===== src/rtl/eth_rx_commit_writer.sv =====
// eth_rx_commit_writer: receive-path bus write back end.
// Holds payload until a good verdict (COMMIT_MODE=1) or writes it straight through.
module eth_rx_commit_writer #(
    parameter int DATA_W      = 32,
    parameter int ADDR_W      = 16,
    parameter int SEL_W       = 6,
    parameter int DEPTH_LOG2  = 6,
    parameter int COMMIT_MODE = 1
) (
    input  logic              clk,
    input  logic              rst,
    input  logic              pkt_start,
    input  logic [1:0]        sel_type_i,
    input  logic [SEL_W-1:0]  sel_index_i,
    input  logic [ADDR_W-1:0] base_addr_i,
    input  logic              word_valid,
    input  logic [DATA_W-1:0] word_data,
    input  logic              pkt_ok_i,
    input  logic              pkt_err_i,
    output logic [ADDR_W-1:0] bus_addr,
    output logic [DATA_W-1:0] bus_data,
    output logic              sel_ram,
    output logic              sel_fifo,
    output logic              sel_register,
    output logic [SEL_W-1:0]  sel_index,
    output logic              wr_stb,
    output logic              busy,
    output logic              done_ok,
    output logic              done_err,
    output logic              fatal_ovr,
    output logic [7:0]        drop_cnt
);
    localparam int DEPTH = 1 << DEPTH_LOG2;
    localparam int CW = (ADDR_W > DEPTH_LOG2) ? ADDR_W : DEPTH_LOG2 + 1;
    localparam logic [1:0] T_RAM  = 2'd0;
    localparam logic [1:0] T_FIFO = 2'd1;
    localparam logic [1:0] T_REG  = 2'd2;
    localparam logic [1:0] T_NONE = 2'd3;
    localparam bit BUFFERED = (COMMIT_MODE != 0);

    typedef enum logic [1:0] {S_IDLE, S_COLLECT, S_COMMIT} state_t;

    state_t            state_q, state_d;
    logic [1:0]        type_q, type_d;
    logic [SEL_W-1:0]  idx_q, idx_d;
    logic [ADDR_W-1:0] base_q, base_d;
    logic [CW-1:0]     n_q, n_d, k_q, k_d;
    logic              ovf_q, ovf_d, ign_q, ign_d;
    logic              ok_q, ok_d, err_q, err_d;
    logic              fatal_q, fatal_d;
    logic [7:0]        drop_q, drop_d;
    logic              w_stb_q, w_stb_d;
    logic [ADDR_W-1:0] w_addr_q, w_addr_d;
    logic [DATA_W-1:0] w_data_q, w_data_d;
    logic [1:0]        w_type_q, w_type_d;
    logic [SEL_W-1:0]  w_idx_q, w_idx_d;
    logic              buf_we, drop_inc, verdict, word_take;
    logic [DATA_W-1:0] mem [DEPTH];

    function automatic logic [ADDR_W-1:0] wr_addr(input logic [1:0] t,
                                                  input logic [ADDR_W-1:0] b,
                                                  input logic [ADDR_W-1:0] off);
        return (t == T_FIFO) ? off : b + off;
    endfunction

    assign verdict   = pkt_ok_i | pkt_err_i;
    assign word_take = word_valid && (type_q != T_NONE);

    always_comb begin
        state_d  = state_q;
        type_d   = type_q;
        idx_d    = idx_q;
        base_d   = base_q;
        n_d      = n_q;
        k_d      = k_q;
        ovf_d    = ovf_q;
        ign_d    = ign_q;
        ok_d     = 1'b0;
        err_d    = 1'b0;
        fatal_d  = fatal_q;
        drop_d   = drop_q;
        w_stb_d  = 1'b0;
        w_addr_d = w_addr_q;
        w_data_d = w_data_q;
        w_type_d = w_type_q;
        w_idx_d  = w_idx_q;
        buf_we   = 1'b0;
        drop_inc = 1'b0;
        unique case (state_q)
            S_IDLE: begin
                if (pkt_start) begin
                    state_d = S_COLLECT;
                    type_d  = sel_type_i;
                    idx_d   = sel_index_i;
                    base_d  = base_addr_i;
                    n_d     = '0;
                    ovf_d   = 1'b0;
                    ign_d   = 1'b0;
                end else if (ign_q && verdict) begin
                    ign_d    = 1'b0;
                    err_d    = 1'b1;
                    drop_inc = 1'b1;
                end
            end
            S_COLLECT: begin
                if (pkt_start) begin
                    // Abandon the open packet and restart on the new header.
                    err_d    = 1'b1;
                    drop_inc = 1'b1;
                    type_d   = sel_type_i;
                    idx_d    = sel_index_i;
                    base_d   = base_addr_i;
                    n_d      = '0;
                    ovf_d    = 1'b0;
                end else begin
                    if (word_take) begin
                        if (BUFFERED) begin
                            if (n_q == CW'(DEPTH)) begin
                                ovf_d   = 1'b1;
                                fatal_d = 1'b1;
                            end else begin
                                buf_we = 1'b1;
                                n_d    = n_q + CW'(1);
                            end
                        end else begin
                            w_stb_d  = 1'b1;
                            w_addr_d = wr_addr(type_q, base_q, ADDR_W'(n_q));
                            w_data_d = word_data;
                            w_type_d = type_q;
                            w_idx_d  = idx_q;
                            n_d      = n_q + CW'(1);
                        end
                    end
                    if (pkt_err_i) begin
                        state_d  = S_IDLE;
                        err_d    = 1'b1;
                        drop_inc = 1'b1;
                    end else if (pkt_ok_i) begin
                        state_d = S_IDLE;
                        if (!BUFFERED) begin
                            ok_d = 1'b1;
                        end else if (ovf_d) begin
                            err_d    = 1'b1;
                            drop_inc = 1'b1;
                        end else if (n_d == '0 || type_q == T_NONE) begin
                            ok_d = 1'b1;
                        end else begin
                            state_d = S_COMMIT;
                            k_d     = '0;
                        end
                    end
                end
            end
            S_COMMIT: begin
                // A header arriving now cannot be buffered; its packet is dropped.
                if (pkt_start) begin
                    fatal_d = 1'b1;
                    ign_d   = 1'b1;
                end else if (ign_q && verdict) begin
                    ign_d    = 1'b0;
                    err_d    = 1'b1;
                    drop_inc = 1'b1;
                end
                if (k_q == n_q - CW'(1)) begin
                    state_d = S_IDLE;
                    ok_d    = 1'b1;
                end else begin
                    k_d = k_q + CW'(1);
                end
            end
            default: state_d = S_IDLE;
        endcase
        if (drop_inc && drop_q != 8'hFF) drop_d = drop_q + 8'd1;
    end

    always_ff @(posedge clk) begin
        if (buf_we) mem[n_q[DEPTH_LOG2-1:0]] <= word_data;
    end

    always_ff @(posedge clk or posedge rst) begin
        if (rst) begin
            state_q  <= S_IDLE;
            type_q   <= '0;
            idx_q    <= '0;
            base_q   <= '0;
            n_q      <= '0;
            k_q      <= '0;
            ovf_q    <= 1'b0;
            ign_q    <= 1'b0;
            ok_q     <= 1'b0;
            err_q    <= 1'b0;
            fatal_q  <= 1'b0;
            drop_q   <= '0;
            w_stb_q  <= 1'b0;
            w_addr_q <= '0;
            w_data_q <= '0;
            w_type_q <= '0;
            w_idx_q  <= '0;
        end else begin
            state_q  <= state_d;
            type_q   <= type_d;
            idx_q    <= idx_d;
            base_q   <= base_d;
            n_q      <= n_d;
            k_q      <= k_d;
            ovf_q    <= ovf_d;
            ign_q    <= ign_d;
            ok_q     <= ok_d;
            err_q    <= err_d;
            fatal_q  <= fatal_d;
            drop_q   <= drop_d;
            w_stb_q  <= w_stb_d;
            w_addr_q <= w_addr_d;
            w_data_q <= w_data_d;
            w_type_q <= w_type_d;
            w_idx_q  <= w_idx_d;
        end
    end

    logic              stb;
    logic [1:0]        ty;
    logic [SEL_W-1:0]  ix;
    logic [ADDR_W-1:0] ad;
    logic [DATA_W-1:0] dt;

    always_comb begin
        if (BUFFERED) begin
            stb = (state_q == S_COMMIT);
            ty  = type_q;
            ix  = idx_q;
            ad  = wr_addr(type_q, base_q, ADDR_W'(k_q));
            dt  = mem[k_q[DEPTH_LOG2-1:0]];
        end else begin
            stb = w_stb_q;
            ty  = w_type_q;
            ix  = w_idx_q;
            ad  = w_addr_q;
            dt  = w_data_q;
        end
    end

    assign wr_stb       = stb;
    assign bus_addr     = stb ? ad : '0;
    assign bus_data     = stb ? dt : '0;
    assign sel_ram      = stb && (ty == T_RAM);
    assign sel_fifo     = stb && (ty == T_FIFO);
    assign sel_register = stb && (ty == T_REG);
    assign sel_index    = stb ? ix : '0;
    assign busy         = (state_q != S_IDLE);
    assign done_ok      = ok_q;
    assign done_err     = err_q;
    assign fatal_ovr    = fatal_q;
    assign drop_cnt     = drop_q;
endmodule


===== config.mk =====
export PLATFORM = sky130hd
export DESIGN_NAME = eth_rx_commit_writer
export DESIGN_NICKNAME = d
export VERILOG_FILES = /design/src/rtl/eth_rx_commit_writer.sv
export SDC_FILE = /design/constraint.sdc
export NUM_CORES = 2
export LEC_CHECK = 0
export CAP_MARGIN = 20
export CORE_ASPECT_RATIO = 0.9
export CORE_MARGIN = 3
export CORE_UTILIZATION = 56
export DETAILED_ROUTE_END_ITERATION = 6
export PLACE_DENSITY_LB_ADDON = 0.25
export SYNTH_ARGS = -nofsm -noshare
export SYNTH_HDL_FRONTEND = slang
export SYNTH_SLANG_ARGS = --single-unit

===== constraint.sdc =====
create_clock -name clk -period 3.8 [get_ports clk]
set_input_delay 0.76 -clock clk [delete_from_list [all_inputs] [get_ports clk]]
set_output_delay 0.76 -clock clk [all_outputs]
set_load 0.1 [all_outputs]

Word level (Yosys, flattened, before mapping)
Memory sizes are Yosys's and may differ from the RTL's.
Index checks and enable logic that the tools add are counted.

operators by class
  bitwise gates (word level) = 1
  add/subtract/negate cells = 5
  mux-type cells = 62
  equality and inequality tests = 21
  reductions and logical operators = 21

operators with widths
  cell                                                   count
  2-to-1 mux 16 bit                                      14
  case mux 16 bit (2 select lines)                       2
  adder 16 x 1 -> 16 bit (second input constant)         2
  2-to-1 mux 32 bit                                      1
  2-to-1 mux 1 bit                                       31
  != test 2 bit (second input constant)                  11
  adder 16 bit                                           1
  equality test 16 bit                                   1
  equality test 16 x 7 -> 1 bit (second input constant)  1
  logical NOT 16 bit                                     1
  subtractor 16 x 1 -> 16 bit (second input constant)    1
  2-to-1 mux 2 bit                                       7
  case mux 1 bit (2 select lines)                        5
  adder 8 x 1 -> 8 bit (second input constant)           1
  != test 8 bit (second input constant)                  1
  nonzero test 2 bit                                     4
  AND reduction 7 bit                                    1
  equality test 2 bit (second input constant)            3
  logical AND 1 bit                                      6
  2-to-1 mux 6 bit                                       1
  case mux 2 bit (3 select lines)                        1
  AND reduction 5 bit                                    1
  equality test 2 x 1 -> 1 bit (second input constant)   2
  logical NOT 2 bit                                      2
  other kinds (7)                                        9

word-level totals
  bits of input ports = 62
  memory bits (writable) = 2048
  memories kept = 1
  bits in registers = 71

memories
  memory  depth  width  rd ports  clocked after memory_dff  write ports  line  source
  mem     64     32     1         0                         1            58    logic [DATA_W-1:0] mem [DEPTH];

Depth between registers and ports, before layout
  depth in word-level cells = 13
  gate-level depth with buffers = 15
  gate-level depth less buffers = 11

Worst setup path before layout
Ideal clock, no wire load.

  path type = register -> output
  start point = register state_q[0]
  end point = output port bus_addr[0]
  stages on the path, launching flop included = 7
  setup slack = -1.320 ns
  data arrival time = 4.360 ns
  cells stage by stage = dfrtp_1 inv_1 ha_1 clkbuf_1 clkbuf_1 clkbuf_1 a21boi_0

on the way
  word-level cells in the longest chain between the ends = 2

RTL lines
  what                      line  source
  start: declaration        43    state_t state_q, state_d;
  start signal: assignment  200   state_q <= state_d;
  equality test 2 bit       228   stb = (state_q == S_COMMIT);
  via wr_stb                26    output logic wr_stb,
  2-to-1 mux 16 bit         243   assign bus_addr = stb ? ad : '0;
  end: declaration          20    output logic [ADDR_W-1:0] bus_addr,

The timed path passes the listed nets, and every way through them passes these cells.

Final worst setup path
  start point = register k_q[0]
  end point = output port bus_data[7]

on the way
  word-level cells in the longest chain between the ends = 2

RTL lines
  what                      line  source
  start: declaration        47    logic [CW-1:0] n_q, n_d, k_q, k_d;
  start signal: assignment  205   k_q <= k_d;
  memory (64 x 32 bit)      n/a
  2-to-1 mux 32 bit         244   assign bus_data = stb ? dt : '0;
  end: declaration          21    output logic [DATA_W-1:0] bus_data,

Every way passes these cells.

==> results_dict.tcl <==
set metrics [dict create \
    syn-mean-instance-area_um2 22.88 \
    dpl.hpwl_mm 123.5 \
    min_path_type "in -> reg" \
    cp_max_fo 9 \
    grt_pass1_wl_mm 320.5 \
    vias 42498 \
    htree_levels 4 \
    design_area_mm2 0.09895 \
    worstPathArrival_ns 3.95 \
    gp_congestion 0.8202 \
    ys_ff_latch 2119 \
    vdd_drop_max_mv 0.5566 \
    endpoint_kind "primary output" \
    synth_edf_count 2048 \
    worstPathRequired_ns 3.04 \
    grt_max_degree 72 \
    antenna_left 0 \
    start_util 0.5668 \
    post_synth_num_cell_types 65 \
    cts_tree "yes" \
    fmax_mhz 212.3 \
    die_h_um 371.7 \
    die_area_mm2 0.1532 \
    wirelength_mm 225.9 \
    antenna_found_initial 9 \
    hold_viol 0 \
    wl_per_cell_um 36.05 \
    cts_made_buffers 199 \
    num_rows 133 \
    grtUsageTotal 0.3011 \
    worstSetupStartpointType "flip-flop" \
    critPathKind "reg -> out" \
    post-route-period-util 1.240 \
    syn_to_final_growth_pct 18.93 \
    grt_pass1_vias 42182 \
    status "finished, violations left" \
    drive_gt1_frac 0.3715 \
    maxCapViolCount 0 \
    relSlewSlack 0.2753 \
    drtIter0Drc 6438 \
    drtPass1Iterations 7 \
    clk_latency_ns 0.83 \
    power.switching_w 0.01643 \
    drv_slew 0 \
    cts_root_buf "clkbuf_16" \
    core_mm2 0.1468 \
    cts.sinks 2119 \
    comb_power_share 0.255 \
    setup-violations-final 42 \
    die_x_um 412.3 \
    placed_area_mm2 0.09080 \
    pwr-share-seq 0.423 \
    async_reset_ff_frac 0.03351 \
    power_density_mw_per_mm2 623.6 \
    clk_pin_slew_ns 0.07 \
    synth_flop_cell "edfxtp_1" \
    worst_r2r_path_depth 11 \
    fin_crit_ns 4.710 \
    synth_area_mm2 0.08319 \
    seq_area_frac_synth 0.7606 \
    fillCellCount 8914 \
    nNetsFinal 4222 \
    route.detailed.drc 1 \
    worst_slew_pin_slew_ns 1.087 \
    multi_input_area_mm2 0.01990 \
    intPower_w 0.04527 \
    violations "DRC, setup timing" \
    grt_setup_unrepaired "yes" \
    grt-ovfl-total 0 \
    p_clk_frac 0.322 \
    viasPerCell 6.782 \
    placedCellCount 5803 \
    yosys_warnings 0 \
    synthCells 3636 \
    seq_area_mm2 0.06330 \
    portBuffers 131 \
    fin_ws_ns -0.9102 \
    final_cells 6266 \
    hold_path_depth 1 \
    finClkSkew_ns 0.03280 \
    synth_fp_nets 3723 \
    io_pins 132 \
    p_leak_nw 30.86 \
    clockBufferDepth 3 \
    p_sw_frac 0.2663 \
]
final timing paths:
kind | startpoint | end | slack (ns)
hold reg to reg | fatal_ovr | fatal_ovr | 0.47
setup / recovery | k_q[0] | bus_data[7] | -0.91
setup reg to reg | k_q[3] | k_q[15] | 0.28
max in group asynchronous | rst | k_q[3] | 3.10
min in group asynchronous | rst | drop_cnt[6] | 0.32
hold / removal | word_data[1] | mem[48][1] | 0.22
cells by family (layout without fill, tap and decap cells):
| logic type | after synthesis | after routing | synth area share |
|---|---|---|---|
| AO/OA/AOI/OAI | 167 | 167 | 0.01354 |
| XOR/XNOR | 46 | 46 | 0.004843 |
| adder cells (fa/ha/maj) | 25 | 25 | 0.003850 |
| buffers and inverters | 222 | 890 | 0.01030 |
| flip-flops | 2119 | 2119 | 0.7606 |
| multiplexers | 705 | 705 | 0.1858 |
| other | 0 | 5 | 0 |
| AND/OR/NAND/NOR | 352 | 352 | 0.02112 |
Yosys cell counts, types with 13 or more instances:
library cell  instances  area [µm²]
a21oi_1              20       100.1
a22o_1               14       122.6
and2_1               45       281.5
buf_1                60       225.2
clkbuf_1            135       506.7
dfrtp_1              71        1777
edfxtp_1           2048       61500
ha_1                 24       300.3
inv_1                17       63.81
mux2_2               29       326.6
mux4_2              668       15040
nand2_1              78       292.8
nand2b_1             22       137.6
nand3_1              28       140.1
nor2_1              102       382.9
nor3_1               13       65.06
o21ai_0              49       245.2
o31ai_1              20       150.1
xnor2_1              24       210.2
xor2_1               22       192.7
power groups by stage:
stage | combinational [W] | sequential (W) | clock [W]
global placement | 0.0139 | 0.0266 | 0
floorplan | 0.00934 | 0.0268 | 0
global route | 0.0165 | 0.0261 | 0.0210
finish | 0.0157 | 0.0261 | 0.0198
CTS | 0.0154 | 0.0261 | 0.0200
detailed placement | 0.0141 | 0.0266 | 0
cells in the final DEF (no fill, tap or decap), types with 9 or more instances in the layout:
cell | Yosys | layout
a21oi_1 | 20 | 14
a22o_1 | 14 | 14
and2_4 | 0 | 32
and3_1 | 11 | 11
buf_12 | 0 | 172
buf_16 | 0 | 22
buf_2 | 7 | 30
buf_4 | 2 | 192
buf_6 | 1 | 28
buf_8 | 0 | 10
bufinv_16 | 0 | 21
clkbuf_1 | 135 | 29
clkbuf_16 | 0 | 206
clkdlybuf4s50_1 | 0 | 41
clkinv_1 | 0 | 53
clkinv_2 | 0 | 36
clkinv_8 | 0 | 9
dfrtp_1 | 71 | 65
edfxtp_1 | 2048 | 2048
ha_1 | 24 | 19
inv_1 | 17 | 16
mux2_2 | 29 | 26
mux4_2 | 668 | 668
nand2_1 | 78 | 78
nand2b_1 | 22 | 22
nand3_1 | 28 | 26
nand4_1 | 9 | 9
nor2_1 | 102 | 38
nor2_4 | 0 | 64
nor3_1 | 13 | 13
o21ai_0 | 49 | 38
o21ai_1 | 4 | 13
o31ai_1 | 20 | 19
or3_1 | 10 | 10
xnor2_1 | 24 | 22
xor2_1 | 22 | 22
state kept, by name (all words and copies together), names as in the netlist, 2 cells and up:
| signal | cells |
|---|---|
| base_q | 16 |
| drop_cnt | 8 |
| idx_q | 6 |
| k_q | 16 |
| mem | 2048 |
| n_q | 16 |
| state_q | 2 |
| ty | 2 |
routing by layer:
layer | vias to the layer above | wire, µm | global-route usage
li1 | 16518 | - | -
met1 | 22582 | 82500 | 0.4377
met2 | 2934 | 108200 | 0.4656
met3 | 464 | 26960 | 0.06436
met4 | 0 | 8173 | 0.09717
met5 | - | 0 | 0
what timing repair did:
| action | CTS | global route |
|---|---|---|
| resized for setup | 132 | 27 |
| buffers inserted | 50 | 27 |
| hold endpoints to repair | 0 | 0 |
| endpoints found under the setup margin | 43 | 44 |
| cloned | 9 | 5 |
| pin swaps | 24 | 14 |
| hold buffers | 0 | 0 |
area by class of cell:
type,count,area share
diodes,5,0.0001265
inverters,17,0.0006449
clock buffers,232,0.05221
multi-input cells,1295,0.2011
flip-flops and latches,2119,0.6397
well taps,1957,0.02475
clock inverters,138,0.01361
repair buffers,503,0.06783
per-stage QoR:
| step | total power (W) | worst slack (ns) | setup TNS (ns) | hold slack [ns] | utilization |
|---|---|---|---|---|---|
| 4_1_cts | 0.06158 | -1.010 | -34.04 | 0.2780 | 0.6710 |
| 3_5_place_dp | 0.04066 | -0.1400 | -2.263 | 0.4538 | 0.6186 |
| 6_report | 0.06170 | -0.9102 | -31.44 | 0.2163 | 0.6741 |
| 5_1_grt | 0.06365 | -0.9681 | -35.49 | 0.1964 | 0.6741 |
| 2_1_floorplan | 0.03615 | -0.1023 | -31.91 | 0.4403 | - |
| 3_3_place_gp | 0.04050 | -0.1630 | -2.109 | 0.4629 | 0.6186 |
critical path, stage by stage (launching register included):
cell,delay (ns)
dfrtp_4,0.46
buf_16,0.21
buf_12,0.21
buf_8,0.17
mux4_2,0.55
mux4_2,0.56
mux4_2,0.53
and2_2,0.24
buf_12,0.17
Note: power is estimated with default switching activity, not from simulation.
